### config.mk
export PLATFORM = sky130hd
export DESIGN_NAME = fetch_buffer
export DESIGN_NICKNAME = d
export VERILOG_FILES = /design/src/rtl/fetch_pkg.sv /design/src/rtl/fetch_buffer_ram.sv /design/src/rtl/fetch_buffer.sv
export SDC_FILE = /design/constraint.sdc
export NUM_CORES = 1
export LEC_CHECK = 0
export ABC_AREA = 1
export CORE_UTILIZATION = 46
export CTS_CLUSTER_SIZE = 24
export DETAILED_ROUTE_END_ITERATION = 12
export PLACE_DENSITY = 0.69
export SLEW_MARGIN = 15
export SYNTH_ARGS = -nofsm -noshare
export SYNTH_HDL_FRONTEND = slang
export SYNTH_SLANG_ARGS = --single-unit
### constraint.sdc
create_clock -name clk_i -period 13.67 [get_ports clk_i]
set_input_delay 2.734 -clock clk_i [delete_from_list [all_inputs] [get_ports clk_i]]
set_output_delay 2.734 -clock clk_i [all_outputs]
set_load 0.01 [all_outputs]
### src/rtl/fetch_pkg.sv
// rtl/fetch_pkg.sv - shared types and constants for the fetch buffer
package fetch_pkg;

    localparam int FETCH_BUF_DEPTH = 4;
    localparam int FETCH_XLEN      = 32;

    typedef struct packed {
        logic [FETCH_XLEN-1:0] pc;
        logic [FETCH_XLEN-1:0] instr;
        logic                  exc;
    } fetch_entry_t;

    localparam int FETCH_ENTRY_W = $bits(fetch_entry_t);

    typedef enum logic {
        FB_RUN  = 1'b0,
        FB_HOLD = 1'b1
    } fb_state_t;

endpackage

### src/rtl/fetch_buffer_ram.sv
// rtl/fetch_buffer_ram.sv - entry storage, one write port, one asynchronous read port
module fetch_buffer_ram
    import fetch_pkg::*;
#(
    parameter int DEPTH = FETCH_BUF_DEPTH
) (
    input  logic                       clk_i,
    input  logic                       we_i,
    input  logic [$clog2(DEPTH)-1:0]   waddr_i,
    input  logic [FETCH_ENTRY_W-1:0]   wdata_i,
    input  logic [$clog2(DEPTH)-1:0]   raddr_i,
    output logic [FETCH_ENTRY_W-1:0]   rdata_o
);

    // Data is deliberately left unreset; validity is tracked by the occupancy count.
    logic [FETCH_ENTRY_W-1:0] mem_q [DEPTH];

    always_ff @(posedge clk_i) begin
        if (we_i) begin
            mem_q[waddr_i] <= wdata_i;
        end
    end

    assign rdata_o = mem_q[raddr_i];

endmodule

### src/rtl/fetch_buffer.sv
// rtl/fetch_buffer.sv - fetch-to-decode queue with stall, fault hold and flush; FETCH_BUF_BYPASS_EN adds an empty-queue bypass
module fetch_buffer
    import fetch_pkg::*;
#(
    parameter int DEPTH = FETCH_BUF_DEPTH,
    parameter int XLEN  = FETCH_XLEN
) (
    input  logic                     clk_i,
    input  logic                     rst_i,
    input  logic                     flush_i,
    input  logic                     in_valid_i,
    input  logic [XLEN-1:0]          in_pc_i,
    input  logic [XLEN-1:0]          in_instr_i,
    input  logic                     in_exc_i,
    output logic                     out_valid_o,
    output logic [XLEN-1:0]          out_pc_o,
    output logic [XLEN-1:0]          out_instr_o,
    output logic                     out_exc_o,
    input  logic                     out_ready_i,
    output logic                     stall_fetch_o,
    output logic [$clog2(DEPTH):0]   count_o,
    output logic                     overflow_o
);

    localparam int AW = $clog2(DEPTH);
    localparam int CW = AW + 1;
    localparam logic [CW-1:0] FULL   = CW'(DEPTH);
    localparam logic [CW-1:0] ALMOST = CW'(DEPTH - 1);

    generate
        if (XLEN != FETCH_XLEN) begin : g_xlen_check
            $error("fetch_buffer: XLEN must match fetch_pkg::FETCH_XLEN");
        end
        if ((DEPTH < 2) || ((DEPTH & (DEPTH - 1)) != 0)) begin : g_depth_check
            $error("fetch_buffer: DEPTH must be a power of two and at least 2");
        end
    endgenerate

    fb_state_t        state_q;
    logic [AW-1:0]    rd_ptr_q, rd_ptr_d;
    logic [AW-1:0]    wr_ptr_q, wr_ptr_d;
    logic [CW-1:0]    count_q, count_d;
    logic             stall_q, stall_d;

    fetch_entry_t               wr_entry;
    fetch_entry_t               rd_entry;
    logic [FETCH_ENTRY_W-1:0]   rd_data;

    logic run;
    logic mem_valid;
    logic pop;
    logic push;
    logic bypass_open;
    logic bypass_take;
    logic accept_exc;

    assign run       = (state_q == FB_RUN);
    assign mem_valid = (count_q != '0);
    assign pop       = mem_valid & out_ready_i;

`ifdef FETCH_BUF_BYPASS_EN
    assign bypass_open = !mem_valid & run & !flush_i;
`else
    assign bypass_open = 1'b0;
`endif

    // A bypassed word that decode takes immediately never touches storage.
    assign bypass_take = bypass_open & in_valid_i & out_ready_i;

    assign push = in_valid_i & !flush_i & run & ((count_q != FULL) | pop) & !bypass_take;

    assign overflow_o = in_valid_i & !flush_i & run & (count_q == FULL) & !pop;

    assign accept_exc = (push | bypass_take) & in_exc_i;

    assign wr_entry = '{pc: in_pc_i, instr: in_instr_i, exc: in_exc_i};
    assign rd_entry = rd_data;

    fetch_buffer_ram #(
        .DEPTH (DEPTH)
    ) u_ram (
        .clk_i   (clk_i),
        .we_i    (push & !rst_i),
        .waddr_i (wr_ptr_q),
        .wdata_i (wr_entry),
        .raddr_i (rd_ptr_q),
        .rdata_o (rd_data)
    );

    always_comb begin
        rd_ptr_d = rd_ptr_q;
        wr_ptr_d = wr_ptr_q;
        count_d  = count_q;
        if (flush_i) begin
            rd_ptr_d = '0;
            wr_ptr_d = '0;
            count_d  = '0;
        end else begin
            if (push) begin
                wr_ptr_d = wr_ptr_q + AW'(1);
            end
            if (pop) begin
                rd_ptr_d = rd_ptr_q + AW'(1);
            end
            count_d = count_q + CW'(push) - CW'(pop);
        end
    end

    // Stall looks at the current count, so it lags by a cycle; the spare slot
    // absorbs the word already in flight from instruction memory.
    assign stall_d = (count_q >= ALMOST) | (state_q == FB_HOLD);

    always_ff @(posedge clk_i) begin
        if (rst_i) begin
            state_q  <= FB_RUN;
            rd_ptr_q <= '0;
            wr_ptr_q <= '0;
            count_q  <= '0;
            stall_q  <= 1'b0;
        end else begin
            rd_ptr_q <= rd_ptr_d;
            wr_ptr_q <= wr_ptr_d;
            count_q  <= count_d;
            stall_q  <= stall_d;
            case (state_q)
                FB_RUN: begin
                    if (accept_exc) begin
                        state_q <= FB_HOLD;
                    end
                end
                FB_HOLD: begin
                    if (flush_i) begin
                        state_q <= FB_RUN;
                    end
                end
                default: state_q <= FB_RUN;
            endcase
        end
    end

    always_comb begin
        out_valid_o = 1'b0;
        out_pc_o    = '0;
        out_instr_o = '0;
        out_exc_o   = 1'b0;
        if (mem_valid) begin
            out_valid_o = 1'b1;
            out_pc_o    = rd_entry.pc;
            out_instr_o = rd_entry.instr;
            out_exc_o   = rd_entry.exc;
        end else if (bypass_open & in_valid_i) begin
            out_valid_o = 1'b1;
            out_pc_o    = in_pc_i;
            out_instr_o = in_instr_i;
            out_exc_o   = in_exc_i;
        end
    end

    assign stall_fetch_o = stall_q;
    assign count_o       = count_q;

endmodule

# Word-level counts from Yosys, hierarchy flattened
# Memory sizes are Yosys's and may differ from the RTL's. A register that Yosys moved wholly into a read port is not among the register bits.
# Cells that the tools add are included.
[totals] ram_bits=260 ff_bits=9 inputBits=70 latch_bits=0 romBits=0 n_memories=1
[mem_list] name="u_ram.mem_q" depth=4 width=65 read_ports=1 rd_clocked_by_memory_dff=1 wr=1 line="fetch_buffer_ram.sv:16" text="logic [FETCH_ENTRY_W-1:0] mem_q [DEPTH];"
[op_classes] n_div=0 shifts=0 add_sub_neg=4 n_mux=11 n_bitwise=11 eq_ne=2 n_reduce_logical=5 n_mul=0 order_cmp=1
[op_table] operator="32-bit 2-to-1 mux" n=2
[op_table] operator="1-bit AND" n=8
[op_table] operator="1-bit 2-to-1 mux" n=6
[op_table] operator="2-bit by 1-bit adder with 2-bit output, second input constant" n=2
[op_table] operator="2-bit 2-to-1 mux" n=2
[op_table] operator="3-bit by 1-bit adder with 3-bit output" n=1
[op_table] operator="3-bit equality test, second input constant" n=1
[op_table] operator="3-bit by 2-bit >= comparator with 1-bit output, second input constant" n=1
[op_table] operator="1-bit zero test" n=3
[op_table] operator="3-bit != test, second input constant" n=1
[op_table] operator="3-bit nonzero test" n=1
[op_table] operator="3-bit by 1-bit subtractor with 3-bit output" n=1
[op_table] operator="1-bit OR" n=2
[op_table] operator="1-bit one-hot mux with 2 select lines" n=1
[op_table] operator="2-bit OR reduction" n=1
[op_table] operator="1-bit NOT" n=1

# Logic depth before layout (Yosys ltp)
[logic_depth] word_depth=7 mapped_depth=11 ltp_nobuf=11

# Hierarchy
# A second synthesis with hierarchy kept.
[unflattened] cells_unflattened=1228 area_unflattened_um2=12019.0
[by_module_without_submodules] module="fetch_buffer_ram" instances=1 area_each_um2=10976.8 seq_area_each_um2=7807.5 cells_per_inst=1027
[by_module_without_submodules] module="fetch_buffer" instances=1 area_each_um2=1042.2 seq_area_each_um2=180.2 cells_per_inst=201

# Least setup slack after synthesis
# Ideal clock, no wire load.
[synth_timing] path_kind="input -> register" from="input port flush_i" to="memory u_ram.mem_q[0][0] in the netlist's numbering (enable)" setup_ns=0.489 path_slack_ns=7.146 stages=5 t_required_ns=13.181 arrival_ns=6.036 cell_sequence="inv_1 nand2_1 nor2_1 nand3_1 nor2_1"
[synth_via] elab_chain_cells=7
[synth_lines] item="start, declared" line="fetch_buffer.sv:10" text="input logic flush_i,"
[synth_lines] item="1-bit zero test" line="fetch_buffer.sv:70" text="assign push = in_valid_i & !flush_i & run & ((count_q != FULL) | pop) & !bypass_take;"
[synth_lines] item="1-bit AND (3 in a row)" line="fetch_buffer.sv:70"
[synth_lines] item="1-bit AND" line="fetch_buffer.sv:83" text=".we_i (push & !rst_i),"
[synth_lines] item="1-bit 2-to-1 mux" line="fetch_buffer_ram.sv:19" text="if (we_i) begin"
[synth_lines] item="1-bit 2-to-1 mux (implied by the code)" line="fetch_buffer_ram.sv:20" text="mem_q[waddr_i] <= wdata_i;"
[synth_lines] item="end, declared" line="fetch_buffer_ram.sv:16"
# No other way between the ends.

# Worst setup path after layout
[layout_timing] from="input port out_ready_i" to="output port overflow_o"
[layout_via] elab_chain_cells=3
[layout_lines] item="start, declared" line="fetch_buffer.sv:19" text="input logic out_ready_i,"
[layout_lines] item="1-bit AND" line="fetch_buffer.sv:59" text="assign pop = mem_valid & out_ready_i;"
[layout_lines] item="1-bit zero test" line="fetch_buffer.sv:72" text="assign overflow_o = in_valid_i & !flush_i & run & (count_q == FULL) & !pop;"
[layout_lines] item="1-bit AND" line="fetch_buffer.sv:72"
[layout_lines] item="end, declared" line="fetch_buffer.sv:22" text="output logic overflow_o"
# No other way between the ends.

==> impl_results.md <==
* Status: finished, final reports clean
* Critical-path top delay cell: clkdlybuf4s50_1
* Initial antenna violation count at 0
* Largest net degree at the start of global routing at 74
* Max cap viols at 0
* Area after DPL at between 10,000 and 15,000 um^2
* Core area at roughly 23,000 um^2
* Die extent in x at roughly 150 um
* Mapped Nets at roughly 930
* H-tree Lvls at 1
* Worst-Skew Late Latency at around 0.52 ns
* Row cnt at 55
* Cell mode on critical path: clkdlybuf4s50_1
* Gr busiest metal: met2
* Final Hold Fails at 0
* Synth warn at 0
* DR vias/cell at between 5 and 6
* Yosys reg bits at 271
* Crit path DAT at roughly 4.2 ns
* Most frequent cells in the layout: nor2_1, edfxtp_1, clkdlybuf4s50_1
* Commonest non-fill, non-tap cell in the layout: nor2_1
* Share of cells above drive strength 1 at 5.82%
* Final RePlAce weighted congestion at 0.756
* Drt drc at 0
* CTS Buf Count at 27
* First-pass GRT wire length at 34,000 um
* Global-route met2 utilization at 33.1%
* Crit path max-delay family: buffers and inverters
* Crit Path Class: input pin to output port
* Full die area at approximately 24,000 um^2
* Starting density of the core at 47.1%
* Worst setup SP type: input pin
* Reg2Reg Capture Point: u_ram.mem_q[0][36]
* Setup repair after global routing missed its margin: false
* Final net count at ~1.1k
* PnR worst setup slack at around 6.7 ns
* Global Route Usage Sum at between 10% and 20%
* Setup violators final at 0
* Port bufs at 140
* Peak VDD IR at just over 0.08 mV
* WHS Endpoint: state_q
* WHS Path Cells at 2
* Post-synth cell types at 23
* CP cell instances: clkdlybuf4s50_1, nor2_1, nand2_1, nor3_1, clkdlybuf4s50_1
* Met1 Use GR at between 20% and 30%
* # IOs at 141
* Area grow syn2layout at 22.9%
* Fin util at ~58%
* ANT cells at 0
* Clk buf depth at 3
* Total power at 1.80 mW
* Seq/Total Area, Yosys at around 75%
* Vias at 6,646
* Min cycle time layout at about 6.9 ns
* Post-Syn Instances at 850
* WL final at around 22,000 um
* Final HPWL DP at 11,500 um
* Overflow after GRT at 0
* Worst reg-to-reg setup slack at 10.58 ns
* Vias in the first global route at 6,515
* Chip Height at approximately 150 um
* Hold WC Path Type: register to register
* Reg2Reg Launch Point: count_o[1]
* Max Fclk at 0.144 GHz
* Slew Viols, Final at 0
* Critical Path Sink Type: output port
* Clk slew on worst S/H paths at roughly 0.06 ns
* TritonRoute pass-1 iters at 5
* Drt wl/cell at 17.2 um
* Hold path startpoint: state_q
* Reg2Reg Depth at 5
* Largest stage delay, worst path at 0.57 ns
* Syn Std Cell Area at around 11,000 um^2
* CTS tree: built
* Post-CTS Resized at 0
* Postcts setup bufs at 0
* CP required at between 10 and 15 ns
* Setup TNS Final at 0 ns
* Fin crit share at 50.8%
* Antenna viol nets, final at 0
* Syn_area_per_cell at 12.6 um^2
* Crit path buffers/inverters at 2
* Slew @ Worst Pin at around 1.1 ns
* DP Worst Slack at roughly 6.7 ns
* Layout Skew at around 0.0058 ns
* Post-Layout Inst Area at 13,100 um^2
* Leak at around 4.4 nW
* Clock Sink Count at around 270
* CTS hold repair buffers at 0
* Initial drt markers at between 300 and 400
* GRT met3 Usage at ~3.0%
* Crit-path max FO at 8
* Relative slew slack at roughly a quarter
* P per Cell Area at 137 nW/um^2
* Root Buffer: clkbuf_16
==> Yosys cell counts (all sizes together) <==
cell,number,area share (%)
a21oi,69,3.2
edfxtp,260,73
xor2,1,0.082
buf,35,2.4
nand4,1,0.059
nor2,277,9.7
dfxtp,11,2.1
clkbuf,15,0.64
nand2,15,0.55
o21ai,131,6.1
ha,7,0.82
nand3,5,0.23
inv,21,0.74
nor3,1,0.047
fa,1,0.19
==> how the worst max path moves through the flow <==
stage	cells past startpoint	startpoint	end	slack, ns
CTS	5	out_ready_i	overflow_o	6.72
global placement	5	out_ready_i	overflow_o	6.74
floorplan	5	flush_i	u_ram.mem_q[0][0]	7.15
detailed placement	5	out_ready_i	overflow_o	6.74
finish	5	out_ready_i	overflow_o	6.72
global route	5	out_ready_i	overflow_o	6.58
==> power by group <==
part / internal [mW] / leakage, nW / switching (mW) / total, mW
clock: 0.473 / 0.452 / 0.288 / 0.760
combinational: 0.0560 / 1.53 / 0.0629 / 0.119
sequential: 0.920 / 2.44 / 0.00458 / 0.924
==> layout make-up <==
| cell class | instances | area (um^2) |
|---|---|---|
| fill | 1839 | 9570 |
| clock buffer | 32 | 694 |
| tap | 285 | 357 |
| inverter | 21 | 80.1 |
| sequential | 271 | 8030 |
| clock inverter | 15 | 221 |
| timing repair buffer | 149 | 1470 |
| multi-input combinational | 508 | 2280 |
==> kinds of logic after synthesis <==
logic type	after synthesis	share of synthesized area, %
adders and majority gates	8	1.01
and+or+nand+nor	299	10.6
buffers and inverters	71	3.83
DFF	271	75.1
AOI/OAI and AO/OA	200	9.36
xor gates and xnor gates	1	0.0820
==> sequential cells by signal, summed over array words and instances, names as in the netlist, named ones only <==
signal and count:
u_ram.mem_q 260, state_q 1, stall_fetch_o 1, wr_ptr_q 2, count_o 3, rd_ptr_q 2
==> stage by stage <==
step                      hold slack, ns  std cells
after CTS                          0.516       1281
after floorplan                    0.466        850
after global placement             0.500       1234
after global routing               0.543       1281
after detailed placement           0.500       1234
final                              0.513       1281
==> per-layer routing <==
| layer | up-vias | share of wire (%) |
|---|---|---|
| met2 | 209 | 51 |
| met1 | 3162 | 40 |
| met3 | 27 | 6.6 |
| met4 | 0 | 1.7 |
| met5 | - | 0 |
| li1 | 3248 | - |
==> worst reg2reg max path, stage by stage (launching register included) <==
cell and delay, ns:
dfxtp_1 0.46, nor2_1 0.12, nand2_1 0.22, nand3_1 0.37, nor2_4 0.96, buf_4 0.60
No activity file was read; power rests on OpenSTA's default activity.
